### src/rtl/sa_cache_pkg.sv
// Shared types and derived-width helpers for the set-associative cache controller.
package sa_cache_pkg;

  typedef enum logic [2:0] {
    StMonitor = 3'b001,
    StWb      = 3'b010,
    StFetch   = 3'b100
  } state_e;

  function automatic int unsigned off_w(input int unsigned words);
    return $clog2(words);
  endfunction

  function automatic int unsigned idx_w(input int unsigned sets);
    return $clog2(sets);
  endfunction

  function automatic int unsigned tag_w(input int unsigned addr_w, input int unsigned words,
                                        input int unsigned sets);
    return addr_w - off_w(words) - idx_w(sets);
  endfunction

  // A direct-mapped build still needs a 1-bit way select.
  function automatic int unsigned way_w(input int unsigned ways);
    return (ways > 1) ? $clog2(ways) : 1;
  endfunction

endpackage

### src/rtl/sa_cache_lru.sv
// Per-set true-LRU age array: age 0 is MRU, age WAYS-1 is the replacement candidate.
module sa_cache_lru
  import sa_cache_pkg::*;
#(
  parameter int unsigned SETS = 4,
  parameter int unsigned WAYS = 2
) (
  input  logic                     clk_i,
  input  logic                     rst_ni,
  input  logic [idx_w(SETS)-1:0]   set_i,
  input  logic                     touch_i,
  input  logic [way_w(WAYS)-1:0]   way_i,
  output logic [way_w(WAYS)-1:0]   lru_way_o
);

  localparam int unsigned WAY_W = way_w(WAYS);

  logic [WAY_W-1:0] age_q [SETS][WAYS];

  always_ff @(posedge clk_i or negedge rst_ni) begin
    if (!rst_ni) begin
      for (int unsigned s = 0; s < SETS; s++) begin
        for (int unsigned w = 0; w < WAYS; w++) begin
          age_q[s][w] <= WAY_W'(w);
        end
      end
    end else if (touch_i) begin
      // Only ways younger than the touched one shift, so ages stay a permutation.
      for (int unsigned w = 0; w < WAYS; w++) begin
        if (WAY_W'(w) == way_i) begin
          age_q[set_i][w] <= '0;
        end else if (age_q[set_i][w] < age_q[set_i][way_i]) begin
          age_q[set_i][w] <= age_q[set_i][w] + 1'b1;
        end
      end
    end
  end

  always_comb begin
    lru_way_o = '0;
    for (int unsigned w = 0; w < WAYS; w++) begin
      if (age_q[set_i][w] == WAY_W'(WAYS - 1)) begin
        lru_way_o = WAY_W'(w);
      end
    end
  end

endmodule

### src/rtl/sa_cache_ctrl.sv
// N-way set-associative write-back/write-allocate cache controller with true-LRU replacement.
// Define CACHE_PERF_CNT_EN to add saturating hit/miss/writeback counters.
module sa_cache_ctrl
  import sa_cache_pkg::*;
#(
  parameter int unsigned ADDR_W = 6,
  parameter int unsigned DATA_W = 8,
  parameter int unsigned WORDS  = 2,
  parameter int unsigned SETS   = 4,
  parameter int unsigned WAYS   = 2
) (
  input  logic                             clk,
  input  logic                             reset,
  input  logic [ADDR_W-1:0]                pr_addr,
  input  logic [DATA_W-1:0]                pr_din,
  input  logic                             pr_rd,
  input  logic                             pr_wr,
  output logic [DATA_W-1:0]                pr_dout,
  output logic                             pr_done,
  output logic [ADDR_W-off_w(WORDS)-1:0]   bus_addr,
  output logic [WORDS*DATA_W-1:0]          bus_dout,
  input  logic [WORDS*DATA_W-1:0]          bus_din,
  output logic                             bus_rd,
  output logic                             bus_wr,
`ifdef CACHE_PERF_CNT_EN
  output logic [15:0]                      hit_cnt,
  output logic [15:0]                      miss_cnt,
  output logic [15:0]                      wb_cnt,
`endif
  input  logic                             bus_done
);

  localparam int unsigned OFF_W  = off_w(WORDS);
  localparam int unsigned IDX_W  = idx_w(SETS);
  localparam int unsigned TAG_W  = tag_w(ADDR_W, WORDS, SETS);
  localparam int unsigned WAY_W  = way_w(WAYS);
  localparam int unsigned LINE_W = WORDS * DATA_W;
  localparam int unsigned LA_W   = ADDR_W - OFF_W;

  logic [TAG_W-1:0]  tag_q   [SETS][WAYS];
  logic [DATA_W-1:0] data_q  [SETS][WAYS][WORDS];
  logic [WAYS-1:0]   valid_q [SETS];
  logic [WAYS-1:0]   dirty_q [SETS];

  state_e            state_q;
  logic [WAY_W-1:0]  victim_q;
  logic              replay_q;
  logic              pr_done_q;
  logic [DATA_W-1:0] pr_dout_q;
  logic              bus_rd_q, bus_wr_q;
  logic [LA_W-1:0]   bus_addr_q;
  logic [LINE_W-1:0] bus_dout_q;

  logic [OFF_W-1:0]  req_off;
  logic [IDX_W-1:0]  req_idx;
  logic [TAG_W-1:0]  req_tag;
  logic              req;
  logic              hit;
  logic [WAY_W-1:0]  hit_way;
  logic [WAY_W-1:0]  lru_way;
  logic [WAY_W-1:0]  victim_way;
  logic              inv_found;
  logic [LINE_W-1:0] victim_line;
  logic              lookup;
  logic              hit_evt;
  logic              fill_evt;

  assign req_off = pr_addr[OFF_W-1:0];
  assign req_idx = pr_addr[OFF_W +: IDX_W];
  assign req_tag = pr_addr[ADDR_W-1 -: TAG_W];
  assign req     = pr_rd | pr_wr;

  // The cycle after pr_done is never a lookup, so a held request is seen once.
  assign lookup   = (state_q == StMonitor) && req && !pr_done_q;
  assign hit_evt  = lookup && hit;
  assign fill_evt = (state_q == StFetch) && bus_done;

  always_comb begin
    hit         = 1'b0;
    hit_way     = '0;
    inv_found   = 1'b0;
    victim_way  = lru_way;
    victim_line = '0;
    for (int unsigned w = 0; w < WAYS; w++) begin
      if (valid_q[req_idx][w] && (tag_q[req_idx][w] == req_tag)) begin
        hit     = 1'b1;
        hit_way = WAY_W'(w);
      end
    end
    for (int unsigned w = 0; w < WAYS; w++) begin
      if (!inv_found && !valid_q[req_idx][w]) begin
        inv_found  = 1'b1;
        victim_way = WAY_W'(w);
      end
    end
    for (int unsigned k = 0; k < WORDS; k++) begin
      victim_line[k*DATA_W +: DATA_W] = data_q[req_idx][victim_way][k];
    end
  end

  sa_cache_lru #(
    .SETS (SETS),
    .WAYS (WAYS)
  ) u_lru (
    .clk_i     (clk),
    .rst_ni    (reset),
    .set_i     (req_idx),
    .touch_i   (hit_evt),
    .way_i     (hit_way),
    .lru_way_o (lru_way)
  );

`ifdef CACHE_PERF_CNT_EN
  logic [15:0] hit_cnt_q, miss_cnt_q, wb_cnt_q;
  assign hit_cnt  = hit_cnt_q;
  assign miss_cnt = miss_cnt_q;
  assign wb_cnt   = wb_cnt_q;
`endif

  always_ff @(posedge clk or negedge reset) begin
    if (!reset) begin
      state_q    <= StMonitor;
      victim_q   <= '0;
      replay_q   <= 1'b0;
      pr_done_q  <= 1'b0;
      pr_dout_q  <= '0;
      bus_rd_q   <= 1'b0;
      bus_wr_q   <= 1'b0;
      bus_addr_q <= '0;
      bus_dout_q <= '0;
      for (int unsigned s = 0; s < SETS; s++) begin
        valid_q[s] <= '0;
        dirty_q[s] <= '0;
      end
`ifdef CACHE_PERF_CNT_EN
      hit_cnt_q  <= '0;
      miss_cnt_q <= '0;
      wb_cnt_q   <= '0;
`endif
    end else begin
      pr_done_q <= 1'b0;
      unique case (state_q)
        StMonitor: begin
          if (hit_evt) begin
            pr_done_q <= 1'b1;
            replay_q  <= 1'b0;
            if (pr_wr) begin
              dirty_q[req_idx][hit_way] <= 1'b1;
            end else begin
              pr_dout_q <= data_q[req_idx][hit_way][req_off];
            end
`ifdef CACHE_PERF_CNT_EN
            if (!replay_q && hit_cnt_q != 16'hFFFF) hit_cnt_q <= hit_cnt_q + 16'd1;
`endif
          end else if (lookup) begin
            victim_q <= victim_way;
`ifdef CACHE_PERF_CNT_EN
            if (miss_cnt_q != 16'hFFFF) miss_cnt_q <= miss_cnt_q + 16'd1;
`endif
            if (valid_q[req_idx][victim_way] && dirty_q[req_idx][victim_way]) begin
              state_q    <= StWb;
              bus_wr_q   <= 1'b1;
              bus_addr_q <= {tag_q[req_idx][victim_way], req_idx};
              bus_dout_q <= victim_line;
            end else begin
              state_q    <= StFetch;
              bus_rd_q   <= 1'b1;
              bus_addr_q <= {req_tag, req_idx};
            end
          end
        end
        StWb: begin
          if (bus_done) begin
            state_q    <= StFetch;
            bus_wr_q   <= 1'b0;
            bus_rd_q   <= 1'b1;
            bus_addr_q <= {req_tag, req_idx};
`ifdef CACHE_PERF_CNT_EN
            if (wb_cnt_q != 16'hFFFF) wb_cnt_q <= wb_cnt_q + 16'd1;
`endif
          end
        end
        StFetch: begin
          if (bus_done) begin
            state_q                    <= StMonitor;
            bus_rd_q                   <= 1'b0;
            valid_q[req_idx][victim_q] <= 1'b1;
            dirty_q[req_idx][victim_q] <= 1'b0;
            replay_q                   <= 1'b1;
          end
        end
        default: state_q <= StMonitor;
      endcase
    end
  end

  // Tag and data storage are deliberately not reset.
  always_ff @(posedge clk) begin
    if (hit_evt && pr_wr) begin
      data_q[req_idx][hit_way][req_off] <= pr_din;
    end
    if (fill_evt) begin
      tag_q[req_idx][victim_q] <= req_tag;
      for (int unsigned k = 0; k < WORDS; k++) begin
        data_q[req_idx][victim_q][k] <= bus_din[k*DATA_W +: DATA_W];
      end
    end
  end

  assign pr_done  = pr_done_q;
  assign pr_dout  = pr_dout_q;
  assign bus_rd   = bus_rd_q;
  assign bus_wr   = bus_wr_q;
  assign bus_addr = bus_addr_q;
  assign bus_dout = bus_dout_q;

endmodule
### config.mk
export PLATFORM = sky130hd
export DESIGN_NAME = sa_cache_ctrl
export DESIGN_NICKNAME = d
export VERILOG_FILES = /design/src/rtl/sa_cache_pkg.sv /design/src/rtl/sa_cache_lru.sv /design/src/rtl/sa_cache_ctrl.sv
export SDC_FILE = /design/constraint.sdc
export NUM_CORES = 1
export LEC_CHECK = 0
export CORE_ASPECT_RATIO = 1.25
export CORE_MARGIN = 2
export CORE_UTILIZATION = 55
export DETAILED_ROUTE_END_ITERATION = 16
export PLACE_DENSITY = 0.84
export SKIP_LAST_GASP = 1
export SYNTH_ARGS = -nofsm -noshare
export SYNTH_HDL_FRONTEND = slang
export SYNTH_SLANG_ARGS = --single-unit
### constraint.sdc
create_clock -name clk -period 3.9 [get_ports clk]
set_input_delay 0.78 -clock clk [delete_from_list [all_inputs] [get_ports clk]]
set_output_delay 0.78 -clock clk [all_outputs]
set_load 0.05 [all_outputs]
==> results of run 1 <==
layout make-up:
cell class / count / area (um^2) / area share
clock buffer: 25 / 541 / 0.0498
clock inverter: 12 / 116 / 0.0107
inverter: 8 / 30.0 / 0.00277
multi-input combinational: 347 / 2960 / 0.273
sequential: 212 / 6070 / 0.560
tap: 216 / 270 / 0.0249
timing repair buffer: 95 / 863 / 0.0796
critical path, delay by kind of cell:
family / cells / cell delay (ns)
AO/OA/AOI/OAI: 1 / 0.53
buffers and inverters: 3 / 1.05
multiplexers: 1 / 0.62
AND/OR/NAND/NOR: 3 / 0.55
cell usage in the layout, fill, tap and decap left out, types with 14 or more instances in the layout:
cell type,n
nor2_1,32
edfxtp_1,152
buf_4,29
mux4_2,38
clkbuf_16,21
mux2_2,52
mux2i_1,31
dfrtp_1,55
o21ai_0,18
nand2_1,91
clkdlybuf4s50_1,63
a21oi_1,14
worst min path at each step:
stage | slack [ns] | startpoint | cells past startpoint | end
floorplan | 0.43 | valid_q[2] | 1 | valid_q[2]
detailed placement | 0.45 | valid_q[3] | 1 | valid_q[3]
global placement | 0.44 | valid_q[3] | 1 | valid_q[3]
finish | 0.36 | reset | 1 | valid_q[5]
CTS | 0.38 | reset | 1 | bus_dout[9]
global route | 0.41 | reset | 1 | dirty_q[4]
power by group through the flow:
stage                     logic [mW]  clock network, mW  registers, mW
after floorplan                0.598                  0           2.92
after global placement          1.14                  0           2.72
after detailed placement        1.17                  0           2.73
after CTS                       1.19               1.95           2.69
after global routing            1.26               2.03           2.70
final                           1.19               1.94           2.69
metal layers:
metal  global-route usage  vias up
met5                    0        -
met4                0.114        0
met3               0.0418       76
li1                     -     2424
met1                0.310     2861
met2                0.435      336
registers in the layout (all words and copies together), names as in the netlist:
signal,count
state_q,3
bus_dout,16
u_lru.age_q,8
bus_rd,1
victim_q,1
tag_q,24
valid_q,8
dirty_q,8
data_q,128
pr_done,1
bus_wr,1
pr_dout,8
bus_addr,5
Yosys cell counts, types with 2 or more instances:
| cell | instances | area, um^2 |
|---|---|---|
| xnor2_1 | 6 | 52.6 |
| nand4_1 | 2 | 12.5 |
| inv_1 | 8 | 30.0 |
| a21oi_1 | 14 | 70.1 |
| a31oi_1 | 10 | 62.6 |
| buf_2 | 10 | 50.1 |
| clkbuf_1 | 11 | 41.3 |
| nor2_1 | 32 | 120 |
| and2_1 | 5 | 31.3 |
| xor2_1 | 2 | 17.5 |
| edfxtp_1 | 152 | 4560 |
| nor2b_1 | 2 | 12.5 |
| nor3_1 | 7 | 35.0 |
| mux2i_1 | 31 | 310 |
| and3_1 | 3 | 18.8 |
| o21ai_0 | 18 | 90.1 |
| dfstp_2 | 5 | 131 |
| mux2_2 | 52 | 586 |
| or2_2 | 11 | 68.8 |
| mux4_2 | 38 | 856 |
| mux4_1 | 4 | 105 |
| dfrtp_1 | 55 | 1380 |
| buf_6 | 3 | 33.8 |
| nand3_1 | 4 | 20.0 |
| nand2b_1 | 2 | 12.5 |
| buf_1 | 5 | 18.8 |
| nand2_1 | 91 | 342 |
logic make-up (layout without fill, tap and decap cells):
kind of cell    Yosys count  count (layout)
mux                     125             125
compound gates           50              50
xor+xnor                  8               8
buf+inv                  38             140
flops                   212             212
simple gates            164             164
stage by stage:
step / hold slack, ns / worst slack, ns / cells / area [um^2] / total power [mW]
6_report: 0.355 / 0.590 / 915 / 10800 / 5.83
5_1_grt: 0.412 / 0.480 / 915 / 10800 / 5.99
4_1_cts: 0.377 / 0.649 / 915 / 10800 / 5.83
3_5_place_dp: 0.448 / 0.172 / 878 / 10200 / 3.91
3_3_place_gp: 0.444 / 0.317 / 878 / 10200 / 3.86
2_1_floorplan: 0.434 / 0.518 / 597 / 9210 / 3.52
==> out/metrics.csv, run 1 <==
stage;metric;value;unit
outcome;status;completed;
logic_synthesis;post-synthesis adder-cell area fraction;0;
routing;DRT met1 WL;8130;um
logic_synthesis;Syn Std Cell Area;9210;um^2
routing;met3 wire len;1650;um
place;PortBufs;66;
critical_path;worst r2r dst;data_q[1][31];
timing;min Tclk post-route;3.31;ns
cells_and_area;share of layout cells above drive strength 1;0.246;
cells_and_area;Layout Utilization;0.667;
critical_path;r2r startpoint;state_q[0];
cells_and_area;filler instances;1059;
timing;RSZ-0062 raised after global routing;no;
critical_path;r2r worst-path depth;8;
power;Worst VDD drop;0.304;mV
timing;fin. max-slew vios;0;
clock_tree;Reg clk slew, reported paths;0.06;ns
cells_and_area;Area growth, synth to finish;17.8;%
logic_synthesis;Synth Area in Simple Gates;0.0781;
global_route;vias in the first global route;5867;
routing;post-route ant nets;0;
routing;met2 wire length;11200;um
global_route;largest net degree at the start of global routing;34;
critical_path;crit end category;flop;
logic_synthesis;Post-synth EDFFs;152;
logic_synthesis;Yosys cell types;41;
power;Int Power;4.22;mW
logic_synthesis;Mean Syn Cell Area;15.4;um^2
place;HPWL after DPL;15700;um
logic_synthesis;mux share of post-synthesis cell area;0.202;
clock_tree;H-tree levels;1;
critical_path;worst-path maximum fanout;30;
logic_synthesis;sequential fraction of the synthesis area;0.659;
power;Psw;1.61;mW
power;Gate power share;0.205;
routing;Iter 0 DRT Violations;521;
critical_path;critical path launch point;pr_addr[1];
timing;Worst slew margin;0.510;
timing;setup violators final;0;
clock_tree;Clock Path Buffers;3;
place;GPL Wtd Cong;0.947;
floorplanning;Cell Rows;52;
routing;WL per Instance;24.1;um
timing;final setup TNS;0;ns
logic_synthesis;post-synthesis compound-gate area fraction;0.0337;
global_route;global route total overflow;0;
floorplanning;Initial Util;0.566;
global_route;GRT Util Overall;0.251;
critical_path;WS Path Type;input port to flop;
critical_path;Arrival @ worst endpoint;3.56;ns
critical_path;Worst Path Required;4.15;ns
critical_path;CP Capture Point;data_q[2][28];
routing;vias per cell;6.23;
critical_path;CP max-delay cell;mux4_2;
logic_synthesis;ys async rst share;0.283;
logic_synthesis;Mapped Nets;632;
clock_tree;insertion delay to the later sink of the worst-skew pair;0.50;ns
critical_path;crit-path max cell delay;0.62;ns
critical_path;reg2reg setup slack;1.00;ns
cells_and_area;Layout Nets;720;
logic_synthesis;Yosys Warn Count;0;
critical_path;Worst Setup Start Kind;input port;
timing;Worst Skew;0.0177;ns
clock_tree;Post-CTS Hold Buffers;0;
clock_tree;CTS resizes;0;
routing;total number of vias;5697;
floorplanning;Die ar.;17800;um^2
clock_tree;total CTS buffers;21;
floorplanning;core footprint;16300;um^2
global_route;global-route wire length before repair;33500;um
clock_tree;Clock Root Buffer;clkbuf_16;
clock_tree;clk sinks;212;
floorplanning;DIE WIDTH;120;um
logic_synthesis;largest family of logic cells by synthesized area;multiplexers;
power;Clock power frac;0.333;
logic_synthesis;number of synthesized register bits;212;
clock_tree;setup repair bufs after CTS;0;
timing;Tightest Pin Transition;0.735;ns
critical_path;CP Cell Sequence;buf_2 -> buf_4 -> mux4_2 -> nand4_1 -> nor2_1 -> a31oi_1 -> nor2_1 -> buf_4;
timing;Tcrit/Tclk final;0.849;
cells_and_area;ANT cells;0;
floorplanning;chip height;149;um
routing;Final Routed Wirelength;22000;um
clock_tree;CTS tree;done;
logic_synthesis;XOR/XNOR Fraction of Synth Area;0.00761;
routing;top layer in use;met4;
power;Sequential Power Share;0.462;
power;LEAKAGE;4.14;nW
timing;Max Freq;302;MHz
job;Max Cap Viol;0;
power;Sw Share;0.276;
logic_synthesis;synthesized instance count;597;
routing;total iterations of the first detailed-routing run;4;
floorplanning;IO Count;67;
routing;drt drc;0;
hold_path;Hold Path Class;input port to asynchronous set/reset pin;
logic_synthesis;dominant synthesized flop cell;edfxtp_1;
global_route;initial antenna violation count;0;
timing;Hold Fails Final Rpt;0;
power;PD cells;537;nW/um^2
No activity file was read; power rests on OpenSTA's default activity.
==> run 2: changes to the inputs <==
==> constraint.sdc (replaced) <==
create_clock -name clk -period 3.5 [get_ports clk]
set_input_delay 0.7 -clock clk [delete_from_list [all_inputs] [get_ports clk]]
set_output_delay 0.7 -clock clk [all_outputs]
set_load 0.05 [all_outputs]
==> run 2 against run 1 <==
Via count fell by 1.6%. Sequential power grew 12%. Critical path depth unchanged. Total power increased by 13%. Core utilization is 0.38 points higher. First-iteration DRC count grew 11%. Cell count up 0.55%. Die area stayed put. Register-to-register slack worse by 0.29 ns. Setup slack better by 0.034 ns. Routed wire length shrank 1.3%.
==> out/metrics.csv, run 2 (synthesis results as in run 1) <==
stage;metric;value;unit
power;LEAKAGE;4.17;nW
timing;final setup TNS;0;ns
critical_path;Worst Setup Start Kind;input port;
critical_path;Crit path depth;8;
global_route;vias in the first global route;5921;
clock_tree;Post-CTS Hold Buffers;0;
place;HPWL after DPL;15400;um
timing;Hold Fails Final Rpt;0;
cells_and_area;Reg with most FFs;data_q;
critical_path;worst r2r dst;data_q[2][6];
critical_path;reg2reg setup slack;0.71;ns
cells_and_area;ANT cells;0;
timing;setup violators final;0;
clock_tree;insertion delay to the later sink of the worst-skew pair;0.50;ns
critical_path;Worst Path Required;3.88;ns
routing;WL per Instance;23.6;um
routing;post-route ant nets;0;
floorplanning;core footprint;16300;um^2
critical_path;crit end category;flop;
floorplanning;chip height;149;um
critical_path;Arrival @ worst endpoint;3.26;ns
critical_path;WS Path Type;input port to flop;
timing;Worst slew margin;0.550;
global_route;global route total overflow;0;
floorplanning;Die ar.;17800;um^2
power;Psw;1.79;mW
clock_tree;total CTS buffers;20;
clock_tree;setup repair bufs after CTS;0;
power;Sw Share;0.273;
timing;Tightest Pin Transition;0.673;ns
global_route;GRT Util Overall;0.256;
floorplanning;IO Count;67;
cells_and_area;most frequent cells in the layout;edfxtp_1, nand2_1, clkdlybuf4s50_1, dfrtp_1, mux2_2;
clock_tree;Clock Path Buffers;3;
floorplanning;Cell Rows;52;
timing;RSZ-0062 raised after global routing;no;
clock_tree;Reg clk slew, reported paths;0.06;ns
timing;Max Freq;348;MHz
floorplanning;Initial Util;0.566;
power;Worst VDD drop;0.302;mV
critical_path;r2r worst-path depth;5;
cells_and_area;most common cell after layout, fill and taps aside;edfxtp_1;
place;GPL Wtd Cong;0.948;
cells_and_area;share of layout cells above drive strength 1;0.257;
power;Clock power frac;0.339;
clock_tree;CTS tree;done;
hold_path;Hold Path Class;input port to asynchronous set/reset pin;
routing;Final Routed Wirelength;21700;um
cells_and_area;max FFs per register;128;
global_route;global-route wire length before repair;34100;um
timing;Tcrit/Tclk final;0.822;
timing;Worst Skew;0.0120;ns
timing;fin. max-slew vios;0;
outcome;status;completed;
routing;total iterations of the first detailed-routing run;5;
cells_and_area;Final Non-Filler Cells;920;
cells_and_area;filler instances;1112;
power;PD cells;601;nW/um^2
place;placed cell count;884;
routing;total number of vias;5603;
power;Overall Power;6.56;mW
critical_path;r2r startpoint;state_q[0];
routing;drt drc;0;
global_route;initial antenna violation count;0;
cells_and_area;Layout Nets;725;
cells_and_area;Layout Utilization;0.671;
routing;Iter 0 DRT Violations;576;
critical_path;worst-path maximum fanout;17;
critical_path;WP buf/inv;3;
critical_path;CP Cell Sequence;buf_2 -> buf_4 -> mux4_1 -> mux2_2 -> nand3_1 -> inv_1 -> nand4_2 -> mux2_2;
timing;min Tclk post-route;2.88;ns
floorplanning;DIE WIDTH;120;um
clock_tree;CTS resizes;0;
cells_and_area;multi-input logic area;2960;um^2
clock_tree;Clock Root Buffer;clkbuf_16;
critical_path;cell family with most CP delay;multiplexers;
global_route;largest net degree at the start of global routing;38;
power;Sequential Power Share;0.457;
place;PortBufs;66;
power;Int Power;4.77;mW
routing;vias per cell;6.09;
power;Gate power share;0.204;
critical_path;crit-path max cell delay;0.66;ns
clock_tree;H-tree levels;1;
cells_and_area;register area;6070;um^2
job;Max Cap Viol;0;
cells_and_area;Area growth, synth to finish;18.5;%
critical_path;Worst path most repeated cell;mux2_2;
clock_tree;clk sinks;212;
critical_path;CP max-delay cell;mux4_1;
## run 2: worst max-delay path by stage
stage / start / end / slack [ns]
final: pr_addr[1] / bus_dout[2] / 0.62
after CTS: pr_addr[1] / bus_dout[2] / 0.61
after global routing: pr_addr[1] / bus_dout[0] / 0.48
after detailed placement: pr_addr[1] / bus_dout[2] / 0.08
after floorplan: pr_addr[2] / data_q[0][0] / 0.20
after global placement: pr_addr[1] / bus_dout[0] / 0.21
## run 2: layout make-up
| type | instances | area share |
|---|---|---|
| flip-flops and latches | 212 | 0.556 |
| multi-input cells | 347 | 0.271 |
| repair buffers | 101 | 0.0832 |
| clock buffers | 24 | 0.0492 |
| well taps | 216 | 0.0248 |
| clock inverters | 12 | 0.0126 |
| inverters | 8 | 0.00275 |
## run 2: power by group through the flow
stage	Combinational, mW	Clock [mW]	Sequential (mW)
3_3_place_gp	1.29	0	3.04
5_1_grt	1.42	2.34	3.02
4_1_cts	1.34	2.25	3.00
3_5_place_dp	1.32	0	3.05
6_report	1.34	2.22	3.00
2_1_floorplan	0.666	0	3.26
## run 2: stage by stage
| stage | worst slack, ns | cell area [um^2] | hold slack, ns |
|---|---|---|---|
| floorplan | 0.198 | 9210 | 0.404 |
| global placement | 0.212 | 10200 | 0.445 |
| detailed placement | 0.0841 | 10200 | 0.450 |
| CTS | 0.612 | 10900 | 0.199 |
| global route | 0.481 | 10900 | 0.217 |
| finish | 0.624 | 10900 | 0.192 |
## run 2: worst register-to-register path, stage by stage (launching register included)
cell and delay, ns:
dfstp_2 0.56, or3b_2 0.46, or3_1 0.50, or4_4 0.51, a21oi_1 0.23, buf_4 0.23
## run 2: metal layers
layer	vias to the layer above	routed length (um)	GRT usage
li1	2432	-	-
met1	2849	7910	0.317
met2	267	11500	0.452
met3	55	1550	0.0426
met4	0	817	0.102
met5	-	0	0
